===== src/rtl/seq_det_pkg.sv =====
// Shared types and helpers for the serial pattern detector.
package seq_det_pkg;

  typedef enum logic [1:0] {
    IDLE = 2'd0,
    RUN  = 2'd1,
    DONE = 2'd2
  } state_e;

  // Width of a field that must hold values 0..pat_w inclusive.
  function automatic int len_w(input int pat_w);
    return $clog2(pat_w + 1);
  endfunction

endpackage


===== src/rtl/seq_detector_if.sv =====
// Serial data, configuration and status bundle for seq_detector.
interface seq_detector_if
  import seq_det_pkg::*;
#(
  parameter int PAT_W = 8,
  parameter int CNT_W = 8
);
  localparam int LW = len_w(PAT_W);

  logic             x;
  logic             x_vld;
  logic             cfg_load;
  logic [PAT_W-1:0] cfg_pat;
  logic [LW-1:0]    cfg_len;
  logic             cfg_overlap;
  logic             cfg_stop;
  logic             clr;
  logic             out;
  logic [CNT_W-1:0] match_cnt;
  logic             busy;
  logic             done;

  modport master (
    output x, x_vld, cfg_load, cfg_pat, cfg_len, cfg_overlap, cfg_stop, clr,
    input  out, match_cnt, busy, done
  );

  modport slave (
    input  x, x_vld, cfg_load, cfg_pat, cfg_len, cfg_overlap, cfg_stop, clr,
    output out, match_cnt, busy, done
  );

endinterface


===== src/rtl/seq_shreg.sv =====
// History shift register with a fill counter saturating at the active length.
module seq_shreg
  import seq_det_pkg::*;
#(
  parameter int PAT_W = 8,
  parameter int LW    = len_w(PAT_W)
) (
  input  logic             clk,
  input  logic             rstn,
  input  logic             clr,
  input  logic             en,
  input  logic             drop,
  input  logic             x,
  input  logic [LW-1:0]    len,
  output logic [PAT_W-1:0] hist_sh,
  output logic [LW-1:0]    fill_sh
);

  logic [PAT_W-1:0] hist_q, hist_d;
  logic [LW-1:0]    fill_q, fill_d;

  // hist_sh/fill_sh are the post-shift view the comparator judges; drop only
  // affects what gets stored, so there is no loop through the match logic.
  always_comb begin
    hist_sh = {hist_q[PAT_W-2:0], x};
    fill_sh = (fill_q >= len) ? len : fill_q + LW'(1);
    hist_d  = hist_q;
    fill_d  = fill_q;
    if (clr) begin
      hist_d = '0;
      fill_d = '0;
    end else if (en) begin
      hist_d = hist_sh;
      fill_d = drop ? '0 : fill_sh;
    end
  end

  always_ff @(posedge clk or negedge rstn) begin
    if (!rstn) begin
      hist_q <= '0;
      fill_q <= '0;
    end else begin
      hist_q <= hist_d;
      fill_q <= fill_d;
    end
  end

endmodule


===== src/rtl/seq_detector.sv =====
// Configurable serial pattern detector: FSM, comparator, match counter and
// registered status outputs around a seq_shreg history register.
module seq_detector
  import seq_det_pkg::*;
#(
  parameter int PAT_W = 8,
  parameter int CNT_W = 8
) (
  input logic           clk,
  input logic           rstn,
  seq_detector_if.slave bus
);

  localparam int LW = len_w(PAT_W);

  state_e           state_q, state_d;
  logic [PAT_W-1:0] pat_q, pat_d;
  logic [LW-1:0]    len_q, len_d;
  logic             ovl_q, ovl_d;
  logic             stop_q, stop_d;
  logic [CNT_W-1:0] cnt_q, cnt_d;
  logic             out_q, out_d;
  logic             busy_q, busy_d;
  logic             done_q, done_d;

  logic             sh_clr, sh_en, sh_drop;
  logic [PAT_W-1:0] hist_sh;
  logic [LW-1:0]    fill_sh;
  logic [PAT_W-1:0] mask;
  logic             match;
  logic [LW-1:0]    len_in;

  seq_shreg #(.PAT_W(PAT_W), .LW(LW)) u_shreg (
    .clk     (clk),
    .rstn    (rstn),
    .clr     (sh_clr),
    .en      (sh_en),
    .drop    (sh_drop),
    .x       (bus.x),
    .len     (len_q),
    .hist_sh (hist_sh),
    .fill_sh (fill_sh)
  );

  always_comb begin
    for (int i = 0; i < PAT_W; i++) mask[i] = (LW'(i) < len_q);
    match = (fill_sh == len_q) && (((hist_sh ^ pat_q) & mask) == '0);
  end

  always_comb begin
    len_in = bus.cfg_len;
    if (len_in == '0)               len_in = LW'(1);
    else if (len_in > LW'(PAT_W))   len_in = LW'(PAT_W);
  end

  always_comb begin
    state_d = state_q;
    pat_d   = pat_q;
    len_d   = len_q;
    ovl_d   = ovl_q;
    stop_d  = stop_q;
    cnt_d   = cnt_q;
    out_d   = 1'b0;
    sh_clr  = 1'b0;
    sh_en   = 1'b0;
    sh_drop = 1'b0;
    if (bus.clr) begin
      state_d = IDLE;
      sh_clr  = 1'b1;
      cnt_d   = '0;
    end else if (bus.cfg_load) begin
      state_d = RUN;
      pat_d   = bus.cfg_pat;
      len_d   = len_in;
      ovl_d   = bus.cfg_overlap;
      stop_d  = bus.cfg_stop;
      sh_clr  = 1'b1;
      cnt_d   = '0;
    end else if (state_q == RUN && bus.x_vld) begin
      sh_en = 1'b1;
      if (match) begin
        out_d   = 1'b1;
        cnt_d   = (cnt_q == '1) ? cnt_q : cnt_q + CNT_W'(1);
        sh_drop = !ovl_q;
        if (stop_q) state_d = DONE;
      end
    end
    // Status flags registered from the next state so they line up with state_q.
    busy_d = (state_d == RUN);
    done_d = (state_d == DONE);
  end

  always_ff @(posedge clk or negedge rstn) begin
    if (!rstn) begin
      state_q <= IDLE;
      pat_q   <= '0;
      len_q   <= LW'(1);
      ovl_q   <= 1'b0;
      stop_q  <= 1'b0;
      cnt_q   <= '0;
      out_q   <= 1'b0;
      busy_q  <= 1'b0;
      done_q  <= 1'b0;
    end else begin
      state_q <= state_d;
      pat_q   <= pat_d;
      len_q   <= len_d;
      ovl_q   <= ovl_d;
      stop_q  <= stop_d;
      cnt_q   <= cnt_d;
      out_q   <= out_d;
      busy_q  <= busy_d;
      done_q  <= done_d;
    end
  end

  assign bus.out       = out_q;
  assign bus.match_cnt = cnt_q;
  assign bus.busy      = busy_q;
  assign bus.done      = done_q;

endmodule


===== src/flat_wrapper.sv =====
// flat-port wrapper written by rule: the top's interface ports become plain ports
module seq_detector_flat import seq_det_pkg::*;
#(
  parameter int PAT_W = 8,
  parameter int CNT_W = 8
)
  (clk, rstn, bus_x, bus_x_vld, bus_cfg_load, bus_cfg_pat, bus_cfg_len, bus_cfg_overlap, bus_cfg_stop, bus_clr, bus_out, bus_match_cnt, bus_busy, bus_done);
  seq_detector_if #(.PAT_W(PAT_W), .CNT_W(CNT_W)) bus_i ();
  input logic clk;
  input logic rstn;
  input wire logic [$bits(bus_i.x)-1:0] bus_x;
  input wire logic [$bits(bus_i.x_vld)-1:0] bus_x_vld;
  input wire logic [$bits(bus_i.cfg_load)-1:0] bus_cfg_load;
  input wire logic [$bits(bus_i.cfg_pat)-1:0] bus_cfg_pat;
  input wire logic [$bits(bus_i.cfg_len)-1:0] bus_cfg_len;
  input wire logic [$bits(bus_i.cfg_overlap)-1:0] bus_cfg_overlap;
  input wire logic [$bits(bus_i.cfg_stop)-1:0] bus_cfg_stop;
  input wire logic [$bits(bus_i.clr)-1:0] bus_clr;
  output wire logic [$bits(bus_i.out)-1:0] bus_out;
  output wire logic [$bits(bus_i.match_cnt)-1:0] bus_match_cnt;
  output wire logic [$bits(bus_i.busy)-1:0] bus_busy;
  output wire logic [$bits(bus_i.done)-1:0] bus_done;
  assign bus_i.x = bus_x;
  assign bus_i.x_vld = bus_x_vld;
  assign bus_i.cfg_load = bus_cfg_load;
  assign bus_i.cfg_pat = bus_cfg_pat;
  assign bus_i.cfg_len = bus_cfg_len;
  assign bus_i.cfg_overlap = bus_cfg_overlap;
  assign bus_i.cfg_stop = bus_cfg_stop;
  assign bus_i.clr = bus_clr;
  assign bus_out = bus_i.out;
  assign bus_match_cnt = bus_i.match_cnt;
  assign bus_busy = bus_i.busy;
  assign bus_done = bus_i.done;
  seq_detector #(.PAT_W(PAT_W), .CNT_W(CNT_W)) u_core (.clk(clk), .rstn(rstn), .bus(bus_i));
endmodule

===== config.mk =====
export PLATFORM = sky130hd
export DESIGN_NAME = seq_detector_flat
export DESIGN_NICKNAME = d
export VERILOG_FILES = /design/src/rtl/seq_det_pkg.sv /design/src/rtl/seq_detector_if.sv /design/src/rtl/seq_shreg.sv /design/src/rtl/seq_detector.sv /design/src/flat_wrapper.sv
export SDC_FILE = /design/constraint.sdc
export NUM_CORES = 1
export LEC_CHECK = 0
export CAP_MARGIN = 40
export CELL_PAD_IN_SITES_DETAIL_PLACEMENT = 1
export CELL_PAD_IN_SITES_GLOBAL_PLACEMENT = 1
export CORE_ASPECT_RATIO = 1.1
export CORE_MARGIN = 1.5
export CORE_UTILIZATION = 37
export CTS_CLUSTER_SIZE = 16
export DETAILED_ROUTE_END_ITERATION = 8
export GPL_TIMING_DRIVEN = 0
export HOLD_SLACK_MARGIN = 0.1
export PLACE_DENSITY_LB_ADDON = 0.1
export SETUP_SLACK_MARGIN = 0.02
export SLEW_MARGIN = 20
export SYNTH_ARGS = -nofsm -noshare
export SYNTH_HDL_FRONTEND = slang
export SYNTH_SLANG_ARGS = --single-unit

===== constraint.sdc =====
create_clock -name clk -period 2.1 [get_ports clk]
set_input_delay 0.42 -clock clk [delete_from_list [all_inputs] [get_ports clk]]
set_output_delay 0.42 -clock clk [all_outputs]
set_load 0.02 [all_outputs]

# Word-level counts from Yosys, hierarchy flattened
# Cells that the tools add are included.
word_totals:
  ff_bits: 38
  inputBits: 20
op_classes:
  add_sub_neg: 2
  magnitude_cmp: 10
  eq_ne: 6
  n_mux: 31
  n_bitwise: 3
  reduce_logical: 10
ops:
  columns: ["op", "count"]
  rows:
  - ["8-bit two-way mux", 5]
  - ["4-bit two-way mux", 6]
  - ["3-bit by 4-bit < comparator with 1-bit output, first input constant", 4]
  - ["7-bit two-way mux", 2]
  - ["1-bit two-way mux", 13]
  - ["2-bit two-way mux", 5]
  - ["8-bit by 1-bit adder with 8-bit output, second input constant", 1]
  - ["8-bit bitwise AND", 1]
  - ["8-bit == test, second input constant", 1]
  - ["8-bit zero test", 1]
  - ["1-bit by 4-bit < comparator with 1-bit output, first input constant", 2]
  - ["2-bit by 4-bit < comparator with 1-bit output, first input constant", 2]
  - ["8-bit bitwise XOR", 1]
  - ["3-bit nonzero test", 2]
  - ["4-bit by 1-bit adder with 4-bit output, second input constant", 1]
  - ["2-bit by 1-bit == test with 1-bit output, second input constant", 2]
  - ["4-bit == test", 1]
  - ["4-bit >= comparator", 1]
  - ["4-bit > comparator, second input constant", 1]
  - ["4-bit zero test", 1]
  - ["3-bit inequality test, second input constant", 1]
  - ["3-bit AND reduction", 1]
  - ["2-bit == test, second input constant", 1]
  - ["1-bit logical AND", 2]
  - ["4 further kinds", 4]

# Logic depth before layout (Yosys ltp)
# Gate-level depths: netlist of the first run.
logic_depth:
  depth_word: 11
  depth_mapped: 9
  mapped_depth_nobuf: 8

# By module
# Synthesis of the first run repeated with hierarchy kept, for this count alone.
unflattened:
  hier_cells: 227
  area_unflattened_um2: 2125.8
by_module_without_submodules:
  columns: ["module", "n_inst", "cells_per_inst", "area_per_inst_um2", "seq_area_each_um2"]
  rows:
  - ["seq_detector", 1, 158, 1410.1, 676.9]
  - ["seq_shreg", 1, 69, 715.7, 275.3]

# Worst setup path after synthesis of the first run
# OpenSTA, ideal clock, no wires.
synth_timing:
  path_type: "flip-flop to flip-flop"
  from: "register u_core.u_shreg.fill_q[0]"
  to: "register u_core.cnt_q[7], in the netlist u_core.bus.match_cnt[7]"
  arrival_ns: 2.142
  slack_ns: -0.120
  stages_incl_launch_ff: 8
  n_path_buf: 0
  synth_period_minus_slack_ns: 2.220
  cell_sequence: "dfrtp_1 ha_1 xor2_1 a221o_1 a211oi_1 o21ai_2 or4_1 a21oi_1"
synth_via:
  elab_chain_len: 6
synth_rtl:
  columns: ["element", "line_no", "text"]
  rows:
  - ["start: declaration", "seq_shreg.sv:20", "logic [LW-1:0] fill_q, fill_d;"]
  - ["start signal: assignment", "seq_shreg.sv:44", "fill_q <= fill_d;"]
  - ["4-bit by 1-bit adder with 4-bit output / 4-bit >= comparator (equally long branches)", "seq_shreg.sv:26", "fill_sh = (fill_q >= len) ? len : fill_q + LW'(1);"]
  - ["4-bit two-way mux (*)", "seq_shreg.sv:26", null]
  - ["4-bit == test (*)", "seq_detector.sv:47", "match = (fill_sh == len_q) && (((hist_sh ^ pat_q) & mask) == '0);"]
  - ["1-bit logical AND (*)", "seq_detector.sv:47", null]
  - ["3-bit nonzero test (no line) (*)", null, null]
  - ["3-bit AND reduction (no line) (*)", null, null]
  - ["end signal: assignment", "seq_detector.sv:110", "cnt_q <= cnt_d;"]
  - ["end: declaration", "seq_detector.sv:21", "logic [CNT_W-1:0] cnt_q, cnt_d;"]
# Every way passes the cells marked *; elsewhere a longest branch is shown, timed or not.
# A chain may end at the register's enable or synchronous reset.

# Worst setup path in the final report of the first run
layout_timing:
  from: "register u_core.len_q[1]"
  to: "register u_core.cnt_q[2], in the netlist u_core.bus.match_cnt[2]"
layout_via:
  elab_chain_len: 6
layout_rtl:
  columns: ["element", "line_no", "text"]
  rows:
  - ["start: declaration", "seq_detector.sv:18", "logic [LW-1:0] len_q, len_d;"]
  - ["start signal: assignment", "seq_detector.sv:107", "len_q <= len_d;"]
  - ["4-bit >= comparator, or another cell as far along", "seq_shreg.sv:26", null]
  - ["4-bit two-way mux / 8-bit bitwise AND (equally long branches)", "seq_shreg.sv:26, seq_detector.sv:47", null]
  - ["4-bit == test / 8-bit zero test (equally long branches)", "seq_detector.sv:47", null]
  - ["1-bit logical AND (*)", "seq_detector.sv:47", null]
  - ["3-bit nonzero test (no line) (*)", null, null]
  - ["3-bit AND reduction (no line) (*)", null, null]
# Marked as above.

==> impl_metrics.yaml, run 1 <==
setup_path:
  cp.required_ps: 2330
  path_common_cell: "or4_4"
  cp_max_fo: 4
  crit_arrival_ps: 2590
  reg2reg_to: "u_core.bus.match_cnt[2]$_DFFE_PN0P_"
  crit_family: "simple AND/OR/NAND/NOR gates"
  max_stage_delay_ps: 530
  cp-start-kind: "flip-flop"
  cp_cell_sequence: "or4_4, a221oi_2, o221a_2, o21ai_2, or4_4, a21oi_2"
  regToRegStartpoint: "u_core.len_q[1]$_DFFE_PN0P_"
  r2r_slack_ps: -270
  cp_num_buf_inv: 0
  reg2regPathDepth: 6
  cp-end-kind: "flip-flop"
  slowest_stage: "or4_4"
  timing_worst_setup_path_type: "reg -> reg"
place:
  dp_hpwl_mm: 3.91
  io_buffers: 28
  dp_cells: 333
  gp_congestion: 0.752
global_route:
  grt_usage_pct: 22.2
  grt_max_degree: 31
  antenna_found_initial: 0
  grt_pass1_vias: 1959
  grt_pass1_wl_mm: 9.85
  overflow: 0
floorplanning:
  die-area_sq_um: 6040
  die_h_microns: 81.4
  core.rowCount: 28
  ios: 31
  core_area_sq_um: 5400
  start_util_pct: 38.3
  dieWidth_microns: 74.2
sta:
  relSlewSlack_pct: 52.1
  tns_ps: -3150
  rsz0062_at_grt: "true"
  finalSetupViolCount: 17
  min_period_over_period_pct: 113
  max_freq_mhz: 422
  finalHoldViolations: 0
  worst_slack_ps: -268
  slew_violations: 0
  tightestPinTransition_ps: 716
  timing.final.crit_period_ps: 2370
  skew_ps: 10.6
route:
  via_per_inst: 5.38
  drc: 0
  dr.pass1.iters: 4
  ant_nets: 0
  dr_total_vias: 1974
  wl_per_cell_microns: 18.3
  wirelength_mm: 6.73
  drtIter0Drc: 98
clock_tree:
  cts_tree: "done"
  path_clk_slew_ps: 80
  root_buffer: "clkbuf_8"
  clk_path_buf_depth: 2
  cts_sinks: 38
  htreeDepth: 2
  worst_skew_pair.late_latency_ps: 300
  cts_buffers: 5
power:
  p_sw_share_pct: 31.3
  p_clk_share_pct: 27.3
  p_leak_uw: 0.00128
  ir_worst_vdd_uv: 394
  p_sw_uw: 574
  internal_power_uw: 1260
  powerDensity_nw_per_um2: 609
  pwr-share-comb_pct: 28.4
  p_seq_share_pct: 44.3
hold_path:
  hold-path-cell-count: 2
  hold_end: "u_core.pat_q[0]$_DFFE_PN0P_"
  worstHoldPathType: "reg -> reg"
  hp-start: "u_core.pat_q[0]$_DFFE_PN0P_"
synth:
  ys_seq_elements: 38
  synth_fp_nets: 255
  ys.flop_type: "dfrtp_1"
  mappedNetlistArea_sq_um: 2070
  ys_types: 46
  syn_avg_cell_area_sq_um: 9.02
  ys_warn_count: 0
  async_flop_share_pct: 100
  synth_edf_count: 0
  synthCells: 229
  synth_seq_area_share_pct: 46.1
finish:
  drive_above_1_share_pct: 24.3
  nNetsFinal: 317
  fillerInstances: 646
  diodes: 0
  syn_to_final_growth_pct: 45.9
  instances_no_fill: 367
run_status:
  violations: "negative setup slack"
  status: "finished, violations left"
run:
  max_cap_violations: 0
cell families (layout without fill, tap and decap cells):
| kind of cell | after synthesis | in the layout | share of synthesized area (%) |
|---|---|---|---|
| simple gates | 104 | 104 | 24.0 |
| compound gates | 48 | 49 | 15.7 |
| flops | 38 | 38 | 46.1 |
| buf+inv | 17 | 79 | 3.45 |
| xor+xnor | 12 | 12 | 5.09 |
| fa+ha+maj | 6 | 6 | 3.63 |
| mux | 4 | 4 | 2.00 |
worst max path at each step:
stage                           startpoint                                  end  cells past startpoint
6_report       u_core.len_q[1]$_DFFE_PN0P_  u_core.bus.match_cnt[2]$_DFFE_PN0P_                      6
2_1_floorplan  u_core.len_q[3]$_DFFE_PN0P_  u_core.bus.match_cnt[5]$_DFFE_PN0P_                      7
3_3_place_gp                     bus_x_vld  u_core.bus.match_cnt[5]$_DFFE_PN0P_                      7
3_5_place_dp                     bus_x_vld  u_core.bus.match_cnt[7]$_DFFE_PN0P_                      7
5_1_grt        u_core.len_q[3]$_DFFE_PN0P_  u_core.bus.match_cnt[2]$_DFFE_PN0P_                      8
4_1_cts        u_core.len_q[3]$_DFFE_PN0P_  u_core.bus.match_cnt[7]$_DFFE_PN0P_                      7
layout by cell type (no fill, tap or decap), types with 5 or more instances in the layout:
master,synthesis,final
o21ai_0,6,5
nand3_1,6,6
xor2_1,8,8
clkbuf_8,0,5
ha_1,6,5
buf_4,0,13
nor2_1,8,8
buf_6,1,11
clkbuf_1,10,12
a21oi_1,16,12
inv_1,6,6
clkdlybuf4s50_1,0,27
nand2_1,55,55
dfrtp_1,37,34
sequential cells by signal, indices dropped and copies added, names as in the netlist:
name	flops
u_core.bus.out	1
u_core.bus.busy	1
u_core.bus.done	1
u_core.u_shreg.hist_q	7
u_core.state_q	2
u_core.bus.match_cnt	8
u_core.ovl_q	1
u_core.u_shreg.fill_q	4
u_core.pat_q	8
u_core.len_q	4
u_core.stop_q	1
power groups by stage:
stage | sequential (uW) | combinational (uW) | clock [uW]
2_1_floorplan | 815 | 187 | 0
3_3_place_gp | 824 | 288 | 0
3_5_place_dp | 825 | 299 | 0
4_1_cts | 807 | 407 | 505
5_1_grt | 819 | 561 | 534
6_report | 814 | 522 | 501
what timing repair did:
action / in CTS / in global routing
hold buffers: 1 / 0
endpoints found under the setup margin: 17 / 17
gates resized for setup: 19 / 34
gates cloned: 1 / 1
pin swaps: 14 / 15
endpoints found under the hold margin: 8 / 0
setup buffers: 17 / 6
cells in the mapped netlist (3+ instances only):
| cell | instances | area, sq um |
|---|---|---|
| a21oi_1 | 16 | 80.1 |
| and3_1 | 4 | 25.0 |
| clkbuf_1 | 10 | 37.5 |
| dfrtp_1 | 37 | 926 |
| ha_1 | 6 | 75.1 |
| inv_1 | 6 | 22.5 |
| mux2i_1 | 3 | 30.0 |
| nand2_1 | 55 | 206 |
| nand3_1 | 6 | 30.0 |
| nand3b_1 | 3 | 22.5 |
| nor2_1 | 8 | 30.0 |
| nor3_1 | 7 | 35.0 |
| o21a_1 | 3 | 22.5 |
| o21ai_0 | 6 | 30.0 |
| o31ai_1 | 5 | 37.5 |
| or3_1 | 5 | 31.3 |
| or4_1 | 4 | 30.0 |
| xnor2_1 | 4 | 35.0 |
| xor2_1 | 8 | 70.1 |
layer usage:
layer | global-route usage [%] | routed length (microns) | vias to the layer above
li1 | - | - | 927
met1 | 28.7 | 2870 | 983
met2 | 38.0 | 3440 | 49
met3 | 3.72 | 244 | 15
met4 | 6.00 | 178 | 0
met5 | 0 | 0 | -
layout make-up:
cell class	instances	area [sq um]	area share [%]
repair buffers	54	536	17.8
inverters	6	22.5	0.747
multi-input cells	175	1270	42.0
flip-flops and latches	38	956	31.7
well taps	75	93.8	3.11
plain buffers	11	60.1	1.99
clock buffers	8	80.1	2.66
through the flow:
step	setup slack (ps)	instance area, sq um	utilization (%)	power (uW)	hold WS (ps)
global placement	-501	2450	45.5	1110	475
CTS	-245	2790	51.7	1720	510
floorplan	-119	2080	-	1000	124
detailed placement	-556	2470	45.8	1120	303
global route	-346	3010	55.9	1910	542
finish	-268	3010	55.9	1840	505
tightest hold or removal path, delay by kind of cell, from the launching register on:
family,cells,cell delay [ps]
simple gates,2,120
flops,1,360
Note: power is estimated with default switching activity, not from simulation.
==> run 2, diff against run 1 <==
--- a/config.mk
+++ b/config.mk
@@ -5,11 +5,11 @@
 export SDC_FILE = /design/constraint.sdc
 export NUM_CORES = 1
 export LEC_CHECK = 0
-export CAP_MARGIN = 40
+export CAP_MARGIN = 0
 export CELL_PAD_IN_SITES_DETAIL_PLACEMENT = 1
 export CELL_PAD_IN_SITES_GLOBAL_PLACEMENT = 1
 export CORE_ASPECT_RATIO = 1.1
-export CORE_MARGIN = 1.5
+export CORE_MARGIN = 4
 export CORE_UTILIZATION = 37
 export CTS_CLUSTER_SIZE = 16
 export DETAILED_ROUTE_END_ITERATION = 8
==> impl_metrics.yaml, run 2 (synthesis results as in run 1) <==
run_status:
  status: "finished, violations left"
  violations: "negative setup slack"
finish:
  final_cell_mix: "55 x nand2_1, 34 x dfrtp_1, 27 x clkdlybuf4s50_1"
  fin_area_sq_um: 2950
  diodes: 0
  nNetsFinal: 315
  fillerInstances: 632
  layout_commonest_cell: "nand2_1"
  drive_above_1_share_pct: 24.1
  syn_to_final_growth_pct: 42.6
  final_util_pct: 54.6
  multiInputGateArea_sq_um: 1220
  register_area_sq_um: 956
global_route:
  grt_pass1_wl_mm: 10.3
  antenna_found_initial: 0
  overflow: 0
  grt_usage_pct: 19.4
  grt_max_degree: 31
  grt_pass1_vias: 2077
run:
  max_cap_violations: 0
sta:
  max_freq_mhz: 425
  worst_slack_ps: -255
  timing.final.crit_period_ps: 2360
  finalSetupViolCount: 16
  tightestPinTransition_ps: 718
  finalHoldViolations: 0
  holdWs_ps: 508
  slew_violations: 0
  skew_ps: 11.1
  relSlewSlack_pct: 51.9
  min_period_over_period_pct: 112
  rsz0062_at_grt: "true"
route:
  ant_nets: 0
  drc: 0
  dr.pass1.iters: 4
  wl_per_cell_microns: 16.8
  via_per_inst: 5.22
  drtIter0Drc: 78
  wirelength_mm: 6.13
  dr_total_vias: 1904
floorplanning:
  ios: 31
  core.rowCount: 28
  core_area_sq_um: 5400
  die-area_sq_um: 6840
  start_util_pct: 38.3
  die_h_microns: 86.4
  dieWidth_microns: 79.2
hold_path:
  worstHoldPathType: "in -> async"
clock_tree:
  clk_path_buf_depth: 2
  cts_tree: "done"
  cts_sinks: 38
  root_buffer: "clkbuf_8"
  cts_buffers: 5
  path_clk_slew_ps: 80
  worst_skew_pair.late_latency_ps: 300
  htreeDepth: 2
power:
  p_leak_uw: 0.00125
  p_sw_uw: 540
  internal_power_uw: 1320
  p_sw_share_pct: 29.1
  powerDensity_nw_per_um2: 631
  ir_worst_vdd_uv: 308
  p_seq_share_pct: 43.5
  p_clk_share_pct: 32.4
  pwr-share-comb_pct: 24.1
setup_path:
  cp-startpoint: "u_core.len_q[1]$_DFFE_PN0P_"
  setup.worst_path.end: "u_core.bus.match_cnt[7]$_DFFE_PN0P_"
  crit_arrival_ps: 2570
  cp.required_ps: 2310
  timing_worst_setup_path_type: "reg -> reg"
  cp_max_fo: 8
  cp-start-kind: "flip-flop"
  cp-end-kind: "flip-flop"
  reg2regPathDepth: 6
  r2r_slack_ps: -260
  reg2reg_to: "u_core.bus.match_cnt[7]$_DFFE_PN0P_"
  regToRegStartpoint: "u_core.len_q[1]$_DFFE_PN0P_"
place:
  dp_hpwl_mm: 3.98
  gp_congestion: 0.753
  postPlaceCellArea_sq_um: 2470
  io_buffers: 28
[run 2: cell count changes in the layout (fill, tap and decap cells not counted), moves of 2 or more]
cell,previous run,this run
nor3_4,3,1
clkbuf_1,12,9
clkbuf_8,5,8
o31ai_4,0,2
buf_4,13,21
nor3_2,0,2
o31ai_2,3,1
buf_6,11,3
[run 2: layer usage]
| metal | wire length (microns) | global-route usage (%) |
|---|---|---|
| met5 | 0 | 0 |
| met4 | 82 | 6.41 |
| met3 | 198 | 3.64 |
| met2 | 3010 | 32.5 |
| met1 | 2850 | 25.2 |
[run 2: worst min-delay path by stage]
stage | start | end | slack, ps | cells after the start
after global routing | rstn | u_core.bus.match_cnt[1]$_DFFE_PN0P_ | 540 | 2
after floorplan | rstn | u_core.bus.busy$_DFF_PN0_ | 120 | 0
after detailed placement | rstn | u_core.bus.match_cnt[1]$_DFFE_PN0P_ | 300 | 1
after CTS | u_core.ovl_q$_DFFE_PN0P_ | u_core.ovl_q$_DFFE_PN0P_ | 500 | 2
after global placement | u_core.ovl_q$_DFFE_PN0P_ | u_core.ovl_q$_DFFE_PN0P_ | 470 | 2
final | rstn | u_core.bus.match_cnt[1]$_DFFE_PN0P_ | 510 | 2
[run 2: per-stage QoR]
step | setup TNS [ps] | setup WS [ps] | total power (uW) | cells
after floorplan | -327 | -119 | 1000 | 229
after global placement | -23340 | -501 | 1110 | 332
after detailed placement | -7870 | -564 | 1120 | 333
after CTS | -2850 | -230 | 1820 | 358
after global routing | -4080 | -328 | 1940 | 365
final | -2350 | -255 | 1860 | 365
[run 2: cell type report]
class	instances	share of cell area (%)
flip-flops and latches	38	32.4
repair buffers	53	16.5
clock buffers	8	3.74
well taps	75	3.18
plain buffers	11	2.04
multi-input cells	174	41.4
inverters	6	0.764
[run 2: what timing repair did]
item | CTS | global route
pin swaps | 13 | 8
endpoints found under the setup margin | 17 | 17
endpoints found under the hold margin | 8 | 0
hold buffers | 1 | 0
resized for setup | 21 | 17
cloned | 0 | 0
buffers inserted | 16 | 7
[run 2: worst max-delay path, stage by stage (launching register included)]
cell and delay (ps):
dfrtp_2 440, or4_4 520, a221oi_2 270, o221a_2 260, o21ai_4 120, or4_4 530, a21oi_2 130
[run 2: power groups by stage]
stage	logic, uW	registers [uW]	clock network [uW]
2_1_floorplan	187	815	0
3_3_place_gp	288	824	0
3_5_place_dp	298	826	0
4_1_cts	400	807	618
5_1_grt	491	813	641
6_report	447	809	601
